$ cat config.mk
export PLATFORM = sky130hd
export DESIGN_NAME = prng_lcg_idx
export DESIGN_NICKNAME = d
export VERILOG_FILES = /design/src/rtl/prng_lcg_idx.sv
export SDC_FILE = /design/constraint.sdc
export NUM_CORES = 2
export LEC_CHECK = 0
export BUFFER_PORTS_ARGS = -buffer_cell sky130_fd_sc_hd__buf_2
export CORE_MARGIN = 8
export CORE_UTILIZATION = 60
export CTS_CLUSTER_SIZE = 10
export DETAILED_ROUTE_END_ITERATION = 8
export PLACE_DENSITY = 0.78
export SLEW_MARGIN = 25
export SYNTH_ARGS = -nofsm -noshare
export SYNTH_HDL_FRONTEND = slang
export SYNTH_SLANG_ARGS = --single-unit
$ cat constraint.sdc
create_clock -name clk -period 14.8 [get_ports clk]
set_input_delay 2.22 -clock clk [delete_from_list [all_inputs] [get_ports clk]]
set_output_delay 2.22 -clock clk [all_outputs]
set_load 0.02 [all_outputs]
$ cat src/rtl/prng_lcg_idx.sv
// LCG index generator: uniform indices in [0, bound) with rejection sampling.
// Ports: clk, rst_b, start cmd, seed, bound, out_* handshake, state, busy, rej_cnt.
module prng_lcg_idx #(
  parameter int          W     = 64,
  parameter logic [63:0] A     = 64'd6364136223846793005,
  parameter logic [63:0] C     = 64'd1442695040888963407,
  parameter int          IDX_W = 15,
  parameter int          CNT_W = 16
) (
  input  logic             clk,
  input  logic             rst_b,
  input  logic [1:0]       start,
  input  logic [W-1:0]     prng_t_dat,
  input  logic [IDX_W-1:0] bound,
  input  logic             out_ready,
  output logic             out_valid,
  output logic [IDX_W-1:0] out_dat,
  output logic [W-1:0]     prng_r_dat,
  output logic             busy,
  output logic [CNT_W-1:0] rej_cnt
);

  localparam logic [W-1:0] AK = W'(A);
  localparam logic [W-1:0] CK = W'(C);
  localparam logic [1:0]   RUN = 2'b01;

  typedef enum logic [1:0] {
    IDLE = 2'd0,
    STEP = 2'd1,
    HOLD = 2'd2
  } st_t;

  st_t              st, st_n;
  logic [W-1:0]     state, state_n;
  logic             vld_n;
  logic [IDX_W-1:0] dat_n;
  logic [CNT_W-1:0] rej_n;
  logic [W-1:0]     nxt;
  logic [IDX_W-1:0] cand;
  logic             acc;

  assign nxt  = AK * state + CK;
  assign cand = nxt[W-1 -: IDX_W];
  // bound of zero encodes the full 2^IDX_W range
  assign acc  = (bound == '0) || (cand < bound);

  always_comb begin
    st_n    = st;
    state_n = state;
    vld_n   = out_valid;
    dat_n   = out_dat;
    rej_n   = rej_cnt;
    if (start[1]) begin
      // seed overrides any state, dropping a pending index
      state_n = prng_t_dat;
      vld_n   = 1'b0;
      rej_n   = '0;
      st_n    = IDLE;
    end else begin
      unique case (st)
        IDLE: begin
          if (start == RUN) st_n = STEP;
        end
        STEP: begin
          if (start != RUN) begin
            st_n = IDLE;
          end else begin
            state_n = nxt;
            if (acc) begin
              dat_n = cand;
              vld_n = 1'b1;
              st_n  = HOLD;
            end else if (rej_cnt != '1) begin
              rej_n = rej_cnt + CNT_W'(1);
            end
          end
        end
        HOLD: begin
          if (out_ready) begin
            vld_n = 1'b0;
            st_n  = (start == RUN) ? STEP : IDLE;
          end
        end
        default: st_n = IDLE;
      endcase
    end
  end

  always_ff @(posedge clk or negedge rst_b) begin
    if (!rst_b) begin
      st        <= IDLE;
      state     <= '0;
      out_valid <= 1'b0;
      out_dat   <= '0;
      rej_cnt   <= '0;
    end else begin
      st        <= st_n;
      state     <= state_n;
      out_valid <= vld_n;
      out_dat   <= dat_n;
      rej_cnt   <= rej_n;
    end
  end

  assign prng_r_dat = state;
  assign busy       = (st != IDLE);

endmodule

After elaboration in Yosys (flattened, before gate mapping)
Index checks and enable logic that the tools add are counted.
{ "totals": {"register_bits": 98, "out_inout_bits": 97, "word_cells": 55} }
{ "op_classes": {"n_addsub": 2, "multipliers": 1, "order_cmp": 1, "n_eq_ne": 12, "n_mux": 20, "bitwise_logic": 2, "reduce_logical": 12} }
{ "op_table": {"columns": ["cell", "count"], "rows": [
  ["$mux W64", 3],
  ["$mux W16", 5],
  ["$add A64 B61 Y64 const B", 1],
  ["$mul A63 B64 Y64 const A", 1],
  ["$add A16 B1 Y16 const B", 1],
  ["$ne A16 B16 Y1 const B", 1],
  ["$logic_not A15 Y1", 1],
  ["$lt A15 B15 Y1", 1],
  ["$ne A3 B3 Y1 const B", 4],
  ["$reduce_and A4 Y1", 3],
  ["$mux W2", 5],
  ["$pmux W2 S3", 1],
  ["$reduce_bool A2 Y1", 3],
  ["$mux W1", 5],
  ["$eq A2 B1 Y1 const B", 2],
  ["$ne A2 B2 Y1 const B", 2],
  ["$ne A4 B4 Y1 const B", 1],
  ["$reduce_and A3 Y1", 1],
  ["$reduce_bool A3 Y1", 1],
  ["$eq A2 B2 Y1 const B", 1],
  ["$logic_not A2 Y1", 1],
  ["$ne A2 B1 Y1 const B", 1],
  ["$not A1 Y1", 2],
  ["$pmux W1 S2", 1],
  ["other kinds (2)", 2]
]} }

Logic depth before layout (Yosys ltp)
{ "depth": {"depth_word": 8, "depth_mapped": 43} }

Worst setup path before layout
No wires, ideal clock.
{ "synth_path": {"path_kind": "register to register", "startpoint": "reg state[16], in the netlist prng_r_dat[16]", "endpoint": "reg out_dat[10]", "setup_ps": 125, "arrival_time_ps": 10801, "slack_ps": 3874, "path_stages_with_launch": 41, "path_buffers": 2, "synth_period_minus_slack_ps": 10926, "path_cell_list": "dfrtp_1 -> inv_1 -> fa_1 -> inv_1 -> fa_1 -> inv_1 -> fa_1 -> inv_1 -> fa_1 -> fa_1 -> inv_1 -> fa_1 -> inv_1 -> fa_1 -> inv_1 -> fa_1 -> inv_1 -> fa_1 -> [5 not listed] -> o32a_1 -> nand3_1 -> o211ai_1 -> o31a_1 -> o31a_1 -> a41oi_1 -> xnor2_1 -> ha_1 -> a21o_1 -> a21o_1 -> a211oi_1 -> o21a_1 -> o21ai_0 -> and4b_1 -> or3_4 -> nand2_1 -> buf_4 -> mux2_2"} }
{ "synth_via": {"elab_chain_len": 5} }
{ "synth_lines": {"columns": ["element", "line", "text"], "rows": [
  ["start, declared", "34", "logic [W-1:0] state, state_n;"],
  ["start signal, assigned", "98", "state <= state_n;"],
  ["$mul A63 B64 Y64", "42", "assign nxt = AK * state + CK;"],
  ["$add A64 B61 Y64", "42", null],
  ["net nxt[57]", "38", "logic [W-1:0] nxt;"],
  ["$lt A15 B15 Y1", "45", "assign acc = (bound == '0) || (cand < bound);"],
  ["$logic_or A1 B1 Y1", "45", null],
  ["$reduce_and A4 Y1 (no line)", null, null],
  ["end signal, assigned", "100", "out_dat <= dat_n;"],
  ["end, declared", "17", "output logic [IDX_W-1:0] out_dat,"]
]} }
The timed path passes the listed nets, and every way through them passes these cells.
A chain may end at the register's enable or synchronous reset.

Worst setup path after layout
{ "layout_path": {"startpoint": "reg state[13], in the netlist prng_r_dat[13]", "endpoint": "reg out_dat[0]"} }
The elaborated chain is that of the path after synthesis.

==> impl_metrics.toml <==
[status]
status = "completed"

[synth]
synth_most_common_cell = "sky130_fd_sc_hd__inv_1"
ys_seq_elements = 98
ys_top_cells_by_count = "sky130_fd_sc_hd__inv_1 (1292), sky130_fd_sc_hd__fa_1 (952), sky130_fd_sc_hd__ha_1 (599), sky130_fd_sc_hd__xnor2_1 (113), sky130_fd_sc_hd__nand2_1 (110)"
seq_area_frac_synth_pct = 6.23
dominantRegCellSynth = "sky130_fd_sc_hd__dfrtp_1"
synth_area_per_cell_um2 = 10.3
syn_nets = 5460
mappedNetlistArea_um2 = 39400
synth_enable_flop_cells = 0
postSynthCellCount = 3825
fraction_of_registers_with_async_set_or_reset_after_synthesis_pct = 100
library_cell_with_the_largest_summed_area_after_synthesis = "sky130_fd_sc_hd__fa_1"
post_synth_num_cell_types = 71
yosys_warnings = 0
yosysTopAreaCellShare_pct = 48.4
synthTopCellsByArea = "sky130_fd_sc_hd__fa_1 (48%), sky130_fd_sc_hd__ha_1 (19%), sky130_fd_sc_hd__inv_1 (12%)"

[timing]
finalWorstPathRequiredPeriod_ps = 12990
clock_skew_ps = 22.5
post_route_setup_tns_ps = 0
max_freq_ghz = 0.0770
timing.final.setup_violations = 0
max_slew.worst_pin.slew_ps = 1040
grt_setup_unrepaired = "false"
final.period_utilization_pct = 87.8
hold_violations = 0
relSlewSlack_pct = 30.5
report.final.slew_viol_count = 0

[global_route]
globalRouteTotalUtil_pct = 38.4
initial_antenna_violation_count = 2
gr-total-overflow = 0
grt_max_degree = 87
number_of_global_route_vias_before_repair = 31216
grt_first_pass_wirelength_um = 204000

[floorplan]
floorplan.die.height_um = 272
core_area_um2 = 65400
ios = 181
floorplan.die_area_um2 = 74100
die_width_um = 272
initial_core_util_pct = 60.2
rows = 94

[min_path]
worst_hold_path_type = "register to register"

[place]
place.gp.congestion = 1.12
placement.io_buffers = 180
placed_wire_length_estimate_after_detailed_placement_um = 123000

[routing]
number_of_iterations_in_the_first_detailed_routing_pass = 6
antenna_left = 0
initialDrtViolationCount = 2693
mean_routed_wirelength_per_cell_um = 28.3
drcViolationCount = 0
route.vias.total = 28126
route.final.wire_length_um = 138000
avgViaCountPerCell = 5.78

[critical_path]
worst_path_slowest_cell = "sky130_fd_sc_hd__dfrtp_1"
crit_path_end_kind = "register"
critical_path.max_fanout = 17
start_kind = "register"
critical_path_arrival_ps = 13260
crit_required_ps = 15070
critPathKind = "register to register"
critPathMostFrequentCell = "sky130_fd_sc_hd__fa_1"
crit_path_max_incr_delay_ps = 890

[clock_tree]
cts_inserted_buffers = 9
cts-root-buf = "sky130_fd_sc_hd__clkbuf_16"
number_of_h_tree_branching_levels = 3
cts.repair_timing.setup_buffer_count = 0
clock_insertion_delay_worst_skew_ps = 400
cts_repair_resize_count = 0
cts.sinks = 98
tritoncts = "yes"
cts_hold_buffers = 0
clk_pin_slew_worst_paths_ps = 100
cts.path.max_buffers = 2

[layout]
drive_gt1_share_pct = 6.74
layout.nets = 5634
area_growth_syn_to_layout_pct = 5.93

[job]
max_cap_violations = 0
[path summary, 6_finish.rpt]
kind / cells past startpoint / slack, ps / to / startpoint
max in group asynchronous: 2 / 11670 / prng_r_dat[17] / rst_b
max: 32 / 1810 / out_dat[0] / prng_r_dat[13]
min reg2reg: 1 / 520 / out_dat[11] / out_dat[11]
max reg2reg: 32 / 1810 / out_dat[0] / prng_r_dat[13]
min in group asynchronous: 1 / 1860 / out_dat[7] / rst_b
min: 1 / 520 / out_dat[11] / out_dat[11]
[critical path, delay by kind of cell (launching register included)]
family / cells / cell delay, ps
adder cells (fa/ha/maj): 12 / 6150
AND/OR/NAND/NOR: 5 / 2430
AO/OA/AOI/OAI: 9 / 1910
flip-flops: 1 / 890
buffers and inverters: 4 / 700
multiplexers: 1 / 450
XOR/XNOR: 1 / 300
[registers in the layout (all words and copies together), names as in the netlist]
name and count:
out_dat 15, out_valid 1, prng_r_dat 64, rej_cnt 16
st 2
[placed cells by master, fill, tap and decap left out, types with 40 or more instances in the layout]
master | netlist | layout
sky130_fd_sc_hd__xnor2_1 | 113 | 113
sky130_fd_sc_hd__ha_1 | 599 | 599
sky130_fd_sc_hd__fa_1 | 952 | 952
sky130_fd_sc_hd__dfrtp_1 | 98 | 98
sky130_fd_sc_hd__a21oi_1 | 108 | 108
sky130_fd_sc_hd__nand2_1 | 110 | 110
sky130_fd_sc_hd__nor2_1 | 79 | 79
sky130_fd_sc_hd__buf_2 | 2 | 178
sky130_fd_sc_hd__a21o_1 | 40 | 40
sky130_fd_sc_hd__o21ai_0 | 93 | 93
sky130_fd_sc_hd__inv_1 | 1292 | 1292
[logic make-up after synthesis]
family                     Yosys count  share of synthesized area (%)
AOI/OAI and AO/OA                  346                           5.47
xor gates and xnor gates           136                           3.02
adders and majority gates         1551                           67.4
buffers and inverters             1337                           12.8
DFF                                 98                           6.23
muxes                               36                          0.997
and+or+nand+nor                    321                           4.10
[stage by stage]
stage                     util, %  area, µm²  hold WS (ps)  cells  setup slack (ps)
after global placement       63.3      41400           502   4852              2100
after global routing         63.8      41700           542   4868              1350
after floorplan                 -      39400           492   3825              3870
after detailed placement     63.3      41400           495   4852              1880
after CTS                    63.8      41700           521   4868              1860
final                        63.8      41700           517   4870              1810
[area by class of cell]
class | count | area (µm²)
diodes | 2 | 5.00
clock buffers | 9 | 225
clock inverters | 7 | 81.3
fillers | 5424 | 23700
inverters | 1292 | 4850
multi-input cells | 2390 | 31900
flip-flops and latches | 98 | 2450
well taps | 864 | 1080
repair buffers | 208 | 1120
[routing by layer]
layer / track usage [%] / vias to the layer above / part of all wire, %
met5: 0 / - / 0.016
met4: 23.7 / 4 / 8.0
met3: 10.2 / 395 / 10
met2: 59.0 / 1643 / 45
met1: 48.5 / 14294 / 37
li1: - / 11790 / -
Power is not shown: default switching activity piles up to over one toggle a cycle in this logic, so the estimate is an artifact.
